<file path="src/rtl/isqrt_seq.sv">
// isqrt_seq: sequential integer square root, data_out = floor(sqrt(data_in)).
// Restoring digit-by-digit engine that retires one result bit per clock.
// Handshake: a start pulse is sampled in IDLE, and done pulses for one cycle.
// Optional feature macro ISQRT_REM_EN adds output port rem = data_in - data_out^2.
module isqrt_seq #(
    parameter int WIDTH = 16
) (
    input  logic               clk,
    input  logic               rst,
    input  logic               start,
    input  logic [WIDTH-1:0]   data_in,
    output logic [WIDTH/2-1:0] data_out,
`ifdef ISQRT_REM_EN
    output logic [WIDTH/2:0]   rem,
`endif
    output logic               done
);

    localparam int HALF = WIDTH / 2;
    localparam int RW   = HALF + 2;            // partial remainder width
    localparam int CW   = $clog2(HALF + 1);    // iteration counter width

    typedef enum logic [1:0] {
        IDLE = 2'd0,
        CALC = 2'd1,
        DONE = 2'd2
    } state_t;

    state_t            state, state_next;
    logic [WIDTH-1:0]  rad_sr;
    logic [RW-1:0]     rem_r;
    logic [HALF-1:0]   root_r;
    logic [CW-1:0]     cnt_r;
    logic              load, step, finish;
    logic [RW:0]       step_res;

    // One restoring iteration. Returns {new_root_bit, new_remainder}.
    // The remainder never exceeds 2*root, so dropping its top two bits
    // while shifting in the next radicand pair loses nothing.
    function automatic logic [RW:0] sqrt_step(input logic [RW-1:0]   r,
                                              input logic [1:0]      pair,
                                              input logic [HALF-1:0] q);
        logic [RW-1:0] r_sh;
        logic [RW-1:0] trial;
        r_sh  = {r[RW-3:0], pair};
        trial = {q, 2'b01};
        if (r_sh >= trial)
            sqrt_step = {1'b1, r_sh - trial};
        else
            sqrt_step = {1'b0, r_sh};
    endfunction

    assign step_res = sqrt_step(rem_r, rad_sr[WIDTH-1:WIDTH-2], root_r);

    // State register
    always_ff @(posedge clk) begin
        if (rst)
            state <= IDLE;
        else
            state <= state_next;
    end

    // Next-state and datapath control decode
    always_comb begin
        state_next = state;
        load       = 1'b0;
        step       = 1'b0;
        finish     = 1'b0;
        unique case (state)
            IDLE: begin
                if (start) begin
                    load       = 1'b1;
                    state_next = CALC;
                end
            end
            CALC: begin
                // The counter reaching zero means every bit is resolved;
                // that extra cycle publishes the result.
                if (cnt_r != '0) begin
                    step = 1'b1;
                end else begin
                    finish     = 1'b1;
                    state_next = DONE;
                end
            end
            DONE: begin
                state_next = IDLE;
            end
            default: begin
                state_next = IDLE;
            end
        endcase
    end

    // Iteration datapath: radicand shifter, remainder, root, counter
    always_ff @(posedge clk) begin
        if (rst) begin
            rad_sr <= '0;
            rem_r  <= '0;
            root_r <= '0;
            cnt_r  <= '0;
        end else if (load) begin
            rad_sr <= data_in;
            rem_r  <= '0;
            root_r <= '0;
            cnt_r  <= CW'(HALF);
        end else if (step) begin
            rad_sr <= {rad_sr[WIDTH-3:0], 2'b00};
            rem_r  <= step_res[RW-1:0];
            root_r <= {root_r[HALF-2:0], step_res[RW]};
            cnt_r  <= cnt_r - CW'(1);
        end
    end

    // Result registers: updated only when entering DONE, held otherwise
    always_ff @(posedge clk) begin
        if (rst) begin
            data_out <= '0;
            done     <= 1'b0;
        end else begin
            done <= finish;
            if (finish)
                data_out <= root_r;
        end
    end

`ifdef ISQRT_REM_EN
    // Final remainder published alongside data_out
    always_ff @(posedge clk) begin
        if (rst)
            rem <= '0;
        else if (finish)
            rem <= rem_r[HALF:0];
    end
`endif

endmodule

</file>
<file path="config.mk">
export PLATFORM = sky130hd
export DESIGN_NAME = isqrt_seq
export DESIGN_NICKNAME = d
export VERILOG_FILES = /design/src/rtl/isqrt_seq.sv
export SDC_FILE = /design/constraint.sdc
export NUM_CORES = 1
export LEC_CHECK = 0
export CAP_MARGIN = 10
export CORE_MARGIN = 2
export CORE_UTILIZATION = 55
export DETAILED_ROUTE_END_ITERATION = 8
export PLACE_DENSITY = 0.79
export SYNTH_ARGS = -nofsm -noshare
export SYNTH_HDL_FRONTEND = slang
export SYNTH_SLANG_ARGS = --single-unit
</file>
<file path="constraint.sdc">
create_clock -name clk -period 2.1 [get_ports clk]
set_input_delay 0.21 -clock clk [delete_from_list [all_inputs] [get_ports clk]]
set_output_delay 0.21 -clock clk [all_outputs]
set_load 0.05 [all_outputs]
</file>
==> key figures <==
Outcome
  – Status: completed

Clock network
  – CTS clk-pin slew, worst paths: ~0.09 ns
  – CTS root buffer: clkbuf_8
  – Clock Sinks: 47
  – H-tree lvl count: 2
  – CTS tree: done
  – TritonCTS Buffers: 5
  – Number of buffers inserted by post-CTS setup repair: 0
  – Post-CTS Hold Buffers: 0
  – Clock buffer depth: 2
  – Clk_lat worst skew: approximately 0.3 ns

GRT
  – Vias in the first global route: around 1900
  – Tot GR Track Use: 0.237
  – Antenna violations before repair: 0
  – Total global routing overflow: 0
  – Pin count of the biggest net entering global routing: 33
  – First-pass GRT wire length: 8.39 mm

Final layout
  – Cell area after layout: around 2700 um2
  – Final core occ: 0.687
  – Final nets: about 340
  – P&R area growth vs syn: 20.8%
  – Fraction of layout cells with a size suffix above 1: 0.0764
  – # diodes: 0
  – Fill count: approximately 330

Timing
  – Period utilization: 0.929
  – Worst Skew: between 0.006 and 0.007 ns
  – RSZ-0062 raised after global routing: false
  – Max Slew Vio Count: 0
  – Slew HR: 0.659
  – Setup TNS Final: 0 ns
  – Tmin final: around 2.0 ns
  – Upper clock frequency limit: about 0.51 GHz
  – Final Hold Vio Count: 0
  – Least-Margin Pin Slew: between 0.5 and 0.6 ns
  – Final setup vio count: 0

Synthesis
  – Distinct cells, synth: 37
  – Ys Warns: 0
  – Area leader, netlist: dfxtp_1
  – Post-synthesis area per instance: 7.93 um2
  – Async set-or-reset flop fraction in the synthesized netlist: 0
  – Post-Syn Nets: 315
  – Post-synth design cell area: around 2300 um2
  – Top_reg_cell synth: dfxtp_1
  – Area share of the largest cell type after synthesis: 0.416
  – Post-synth EDFFs: 0
  – Register area share after synthesis: 0.416
  – Synth area leaders: dfxtp_1, nand2_1, nor2_1
  – Post-synthesis cell count: 285
  – Synth Register Bits: 47

Die
  – Die area: ~4600 um2
  – Die width: slightly below 70 um
  – Initial Utilization: 0.569
  – FP Rows: 23
  – Core Region: around 4000 um2
  – Die height: ~70 um
  – Io pins: 28

Setup path
  – Critical path startpoint category: register
  – R2R cell count: 7
  – CP arrival: 2.20 ns
  – Worst-path fanout max: 5
  – CP Capture Type: register
  – CP Class: register to register
  – Req. time, crit path: about 2.3 ns

Detailed routing
  – Via count: roughly 2000
  – DR WL/cell: about 13 um
  – Vias per cell: roughly 5.5
  – DRT Pass-1 Iters: 4
  – Post-Route WL: about 4.9 mm
  – Antenna-violating nets left: 0
  – Post-route DRC: 0
  – Iteration-0 DRC Markers: 157

Min path
  – Number of cells on the worst hold path: 2
  – HP Class: register to register

Placement
  – Final HPWL DP: between 3 and 4 mm
  – Routability cong.: just under 0.9
  – PortBufs: 27
  – Dpl cell area: 2620 um2

Power
  – Total power: about 0.002 W
  – Power Dens Cells: between 700 and 800 nW/um2
  – Leak pwr: just over 1 nW
  – Maximum VDD drop: about 440 uV

Run
  – Max-cap check violation count: 0
-- worst paths after layout --
check	slack (ns)	startpoint	endpoint
worst max-delay path	0.15	root_r[4]$_SDFFE_PP0P_	rem_r[6]$_SDFFE_PP0P_
worst min-delay path	0.47	root_r[2]$_SDFFE_PP0P_	root_r[3]$_SDFFE_PP0P_
worst max register to register	0.15	root_r[4]$_SDFFE_PP0P_	rem_r[6]$_SDFFE_PP0P_
worst min register to register	0.47	root_r[2]$_SDFFE_PP0P_	root_r[3]$_SDFFE_PP0P_
-- what timing repair did --
item	4_1_cts	5_1_grt
setup endpoints to repair	0	10
gates resized for setup	0	3
endpoints found under the hold margin	0	0
-- routing by layer --
| layer | vias to the layer above | track usage | routed length [um] |
|---|---|---|---|
| met3 | 7 | 0.0411 | 148 |
| met2 | 40 | 0.370 | 2280 |
| met4 | 0 | 0.0775 | 44 |
| li1 | 1028 | - | - |
| met1 | 935 | 0.329 | 2430 |
| met5 | - | 0 | 0 |
-- layout make-up --
type,instances,area (um2),share of cell area
inverters,13,48.8,0.0179
multi-input cells,209,1210,0.444
clock inverters,1,7.51,0.00275
clock buffers,7,96.3,0.0353
well taps,50,62.6,0.0229
repair buffers,37,362,0.133
flip-flops and latches,47,941,0.345
-- kinds of logic after synthesis --
group,after synthesis,synth area share
compound gates,60,0.172
buf+inv,29,0.0526
simple gates,127,0.254
flops,47,0.416
mux,4,0.0177
fa+ha+maj,11,0.0609
xor+xnor,7,0.0271
-- flip-flops by register name, summed over array words and instances, names as in the netlist --
signal    cells
rad_sr       16
cnt_r         4
data_out      8
done          1
rem_r         8
root_r        8
state         2
-- report_power, final --
group | internal, W | total [W] | switching, W
registers | 0.000939 | 0.000972 | 0.0000332
logic | 0.000201 | 0.000445 | 0.000244
clock network | 0.000300 | 0.000601 | 0.000301
total | 0.00144 | 0.00202 | 0.000578
-- synth_stat cells (4+ instances only) --
library cell,n
ha_1,11
dfxtp_1,47
xnor2_1,5
nand2_1,52
o21ai_0,6
clkbuf_1,9
buf_2,5
nand3_1,6
nor2_1,46
a311oi_1,14
mux2i_1,4
a21oi_1,29
inv_1,13
-- layout by cell type, fill, tap and decap left out, types with 2 or more instances in the layout --
master	Yosys	layout
o21ai_0	6	6
inv_1	13	13
nor3_1	3	3
mux2i_1	4	4
xor2_1	2	2
ha_1	11	11
nand2_1	52	52
clkbuf_8	0	7
xnor2_1	5	5
nand4_1	2	2
or3_1	3	3
and2_1	2	2
buf_4	1	8
nand3_1	6	6
dfxtp_1	47	47
a311oi_1	14	14
a211oi_1	2	2
nor2_1	46	45
nand2b_1	2	2
clkdlybuf4s50_1	0	27
a21oi_1	29	29
o21a_1	2	2
a32oi_1	3	3
-- critical path: stages, from the launching register on --
cell and delay [ns]:
dfxtp_1 0.36, inv_1 0.08, ha_1 0.36, nand4_1 0.14
nor3_1 0.24, a211oi_2 0.09, or4_1 0.55, nand2_1 0.07
-- through the flow --
step	cells	worst slack [ns]	hold WS (ns)
after floorplan	285	0.266	0.346
after global placement	356	0.189	0.445
after detailed placement	356	0.135	0.457
after CTS	364	0.105	0.469
after global routing	364	0.00237	0.472
final	364	0.149	0.467
Power figures use the tool's default switching activity.
